`src/rtl/wb_regfile.sv`:
```
// Write-back stage and 32-entry general register file.
// Two combinational read ports with same-cycle bypass of the value being written back.
module wb_regfile #(
  parameter int unsigned rwidth = 5,
  parameter int unsigned word   = 32
) (
  input  logic              Clock,
  input  logic              Reset,
  input  logic              WB_RegWrite,
  input  logic              WB_MemtoReg,
  input  logic [word-1:0]   WB_Data_memory_Read_data,
  input  logic [word-1:0]   WB_ALU_result,
  input  logic [rwidth-1:0] WB_MUX8_out,
  input  logic [rwidth-1:0] ID_Read_register1,
  input  logic [rwidth-1:0] ID_Read_register2,
  output logic [word-1:0]   ID_Read_data1,
  output logic [word-1:0]   ID_Read_data2,
  output logic [word-1:0]   WB_Write_data,
  output logic              WB_Write_commit
);

  localparam int unsigned Entries = 2 ** rwidth;

  logic [word-1:0] regs_q [Entries];
  logic            commit_q;
  logic            write_en;
  logic            bypass_1;
  logic            bypass_2;

  always_comb begin
    WB_Write_data = WB_MemtoReg ? WB_Data_memory_Read_data : WB_ALU_result;
  end

  // Register 0 is never written, so it stays at its reset value of zero.
  assign write_en = WB_RegWrite & (WB_MUX8_out != '0);

  assign bypass_1 = WB_RegWrite & ~Reset & (WB_MUX8_out == ID_Read_register1) &
                    (ID_Read_register1 != '0);
  assign bypass_2 = WB_RegWrite & ~Reset & (WB_MUX8_out == ID_Read_register2) &
                    (ID_Read_register2 != '0);

  always_ff @(posedge Clock) begin
    if (Reset) begin
      regs_q   <= '{default: '0};
      commit_q <= 1'b0;
    end else begin
      if (write_en) begin
        regs_q[WB_MUX8_out] <= WB_Write_data;
      end
      commit_q <= write_en;
    end
  end

  always_comb begin
    ID_Read_data1 = '0;
    if (ID_Read_register1 != '0) begin
      ID_Read_data1 = bypass_1 ? WB_Write_data : regs_q[ID_Read_register1];
    end
  end

  always_comb begin
    ID_Read_data2 = '0;
    if (ID_Read_register2 != '0) begin
      ID_Read_data2 = bypass_2 ? WB_Write_data : regs_q[ID_Read_register2];
    end
  end

  assign WB_Write_commit = commit_q;

endmodule

```
`config.mk`:
```
export PLATFORM = sky130hd
export DESIGN_NAME = wb_regfile
export DESIGN_NICKNAME = d
export VERILOG_FILES = /design/src/rtl/wb_regfile.sv
export SDC_FILE = /design/constraint.sdc
export NUM_CORES = 2
export LEC_CHECK = 0
export ABC_AREA = 0
export BUFFER_PORTS_ARGS = -buffer_cell sky130_fd_sc_hd__buf_2
export CAP_MARGIN = 20
export CORE_MARGIN = 2
export CORE_UTILIZATION = 60
export DETAILED_ROUTE_END_ITERATION = 8
export PLACE_DENSITY = 0.8
export SLEW_MARGIN = 20
export SYNTH_ARGS = -nofsm -noshare
export SYNTH_HDL_FRONTEND = slang
export SYNTH_SLANG_ARGS = --single-unit
```
`constraint.sdc`:
```
create_clock -name Clock -period 2.4 [get_ports Clock]
set_clock_uncertainty 0.1 [all_clocks]
set_input_delay 0.12 -clock Clock [delete_from_list [all_inputs] [get_ports Clock]]
set_output_delay 0.12 -clock Clock [all_outputs]
set_load 0.01 [all_outputs]
```
==> impl_metrics.ini <==
[status]
status = complete, but fails checks
violations = setup timing

[sta]
slew_headroom_pct = 19.4
report.final.slew_viol_count = 0
rsz0062_at_grt = true
fin_crit_sh_pct = 123
setup_violations = 65
hold_violations = 0
fmax_mhz = 339
fin_crit_ns = 2.95
fin_ws_ns = -0.546
holdWs_ns = 0.0386
worst_pin_slew_ns = 1.21

[detailed_routing]
wirelength_mm = 209
vias_per_cell = 7.32
route.detailed.drc = 0
antenna_left = 0
vias = 51500
wire_per_inst_um = 29.7
drtIter0Drc = 8447
drt-pass1-iter-count = 9

[cts]
clk_pin_slew_worst_paths_ns = 0.06
numCtsBuffers = 105
clockRootBuffer = clkbuf_16
cts_tree = built
htree_levels = 3
clock_latency_ns = 0.68
clockBufferDepth = 3
cts_num_sinks = 1025

[power]
ir_worst_vdd_v = 0.000559
leakage_nw = 23.1
power_density_nw_per_um2 = 639

[yosys]
synth_fp_nets = 5711
yosysWarnings = 0
avgSynthCellArea_um2 = 9.34
synth-seq-area-share_pct = 39.0
synth_cell_type_count = 40
synth-seq-cells = 1025
synth_edf_count = 0
synth_area_um2 = 52500
synthArstFlopShare_pct = 0
synthCells = 5628
ys.flop_type = dfxtp_1

[setup_path]
worst_ep_required_time_ns = 2.18
cp_max_fo = 2
start_kind = register
worstSetupPathType = reg2out
end_kind = primary output
r2r_setup_slack_ns = 1.38
arrival_ns = 2.73

[global_route]
grt_max_degree = 241
grt_pass1_vias = 49800
grt_util_all_layers_pct = 44.4
grt_overflow = 0
antenna_found_initial = 10
grt_pass1_wl_mm = 306

[die]
start_util_pct = 60.6
ioPinCount = 180
num_rows = 108
die_w_um = 300
die_area_um2 = 90000
core_area_um2 = 86800
die_h_um = 300

[finish]
fill_cells = 5498
fin_cells = 7030
area_delta_synth_final_pct = 22.5
layout-drive-gt1-share_pct = 31.7
nNetsFinal = 5863

[place]
place_hpwl_mm = 121
port_buffers = 179
dp_cells = 6705
pre_cts_ws_ns = -0.572
place.gp.congestion = 0.931

[job]
cap_violations = 0

[worst_hold_path]
min_path_type = in2reg
## timing repair
| item | in CTS | in global routing |
|---|---|---|
| resized for setup | 516 | 254 |
| cloned | 4 | 0 |
| buffers inserted | 58 | 30 |
| hold endpoints to repair | 437 | 0 |
| pin swaps | 247 | 225 |
| setup endpoints to repair | 64 | 86 |
| hold buffers | 52 | 0 |
## area by class of cell
class / count / area, µm² / area share, %
antenna: 10 / 25.0 / 0.0389
clock buffer: 146 / 3100 / 4.81
clock inverter: 46 / 551 / 0.855
inverter: 32 / 120 / 0.187
multi-input combinational: 3899 / 30800 / 47.9
sequential: 1025 / 21200 / 32.9
tap: 1155 / 1450 / 2.25
timing repair buffer: 717 / 7160 / 11.1
## flip-flops by register name, summed over array words and instances, names as in the netlist
signal / count
WB_Write_commit: 1
regs_q: 1024
## critical path, cell delays in order, from the launching register on
cell and delay (ns):
dfxtp_2 0.33, mux2i_1 0.08, a22o_1 0.23, a221oi_2 0.17
o211ai_1 0.26, and3_1 0.31, a211oi_4 0.48, buf_6 0.18
## metrics by stage
step	setup TNS, ns	power, mW	util [%]	area, µm²
5_1_grt	-21.31	41.8	74.2	64300
2_1_floorplan	0	20.8	-	52500
3_3_place_gp	-13.40	23.1	66.6	57800
4_1_cts	-16.33	40.6	73.2	63500
3_5_place_dp	-12.75	23.2	66.6	57800
6_report	-19.67	41.1	74.2	64400
## power breakdown
group | internal [mW] | leakage [nW] | total [mW] | switching (mW)
Combinational | 2.42 | 12.8 | 6.25 | 3.83
Sequential | 17.2 | 8.54 | 17.4 | 0.177
Clock | 10.2 | 1.80 | 17.5 | 7.29
## cell usage after synthesis, drive strengths merged, types with 4 or more instances
cell	number	area, µm²
o221ai	32	280
and3	32	200
dfxtp	1025	20500
nor2b	38	238
a211oi	1024	7830
a22oi	256	1920
o22ai	32	200
a22o	64	561
xnor2	4	35.0
nor2	1063	4000
buf	157	962
a221oi	96	1020
mux2i	832	8330
nand2	38	143
o211ai	32	240
a21oi	128	641
xor2	6	52.6
clkbuf	519	1950
mux2	64	721
or4	34	255
nand3b	6	45.0
mux4	96	2160
inv	32	120
## cell families after synthesis
group	after synthesis	synth area share [%]
AND/OR/NAND/NOR	1229	9.53
AO/OA/AOI/OAI	1664	24.2
multiplexers	992	21.3
buffers and inverters	708	5.77
XOR/XNOR	10	0.167
flip-flops	1025	39.0
## routing by layer
layer	part of all wire (%)	GRT usage [%]	vias up
li1	-	-	21500
met5	0.019	0	-
met4	7.2	28.4	6
met1	35	55.4	24300
met2	41	63.9	4526
met3	16	17.2	1239
## layout by cell type, fill, tap and decap left out, types with 35 or more instances in the layout
cell type and count:
dlygate4sd3_1 44, clkbuf_16 109, a21oi_1 89, nand2_1 35, mux4_2 96, a211oi_1 992
nor2_1 1027, mux2i_1 779, a22o_1 64, a221oi_2 63, dfxtp_2 523, nor2_4 36
buf_12 157, dfxtp_1 502, mux2_2 64, buf_4 324, buf_2 166, a22oi_1 233
a21oi_2 39
## path summary, 6_finish.rpt
path | endpoint | cells after the start | startpoint
worst max register to register | regs_q[475] | 4 | regs_q[475]
worst min register to register | regs_q[1008] | 1 | regs_q[1008]
worst min-delay path | regs_q[429] | 3 | WB_Data_memory_Read_data[13]
worst max-delay path | ID_Read_data1[24] | 7 | regs_q[600]
Power figures use the tool's default switching activity.
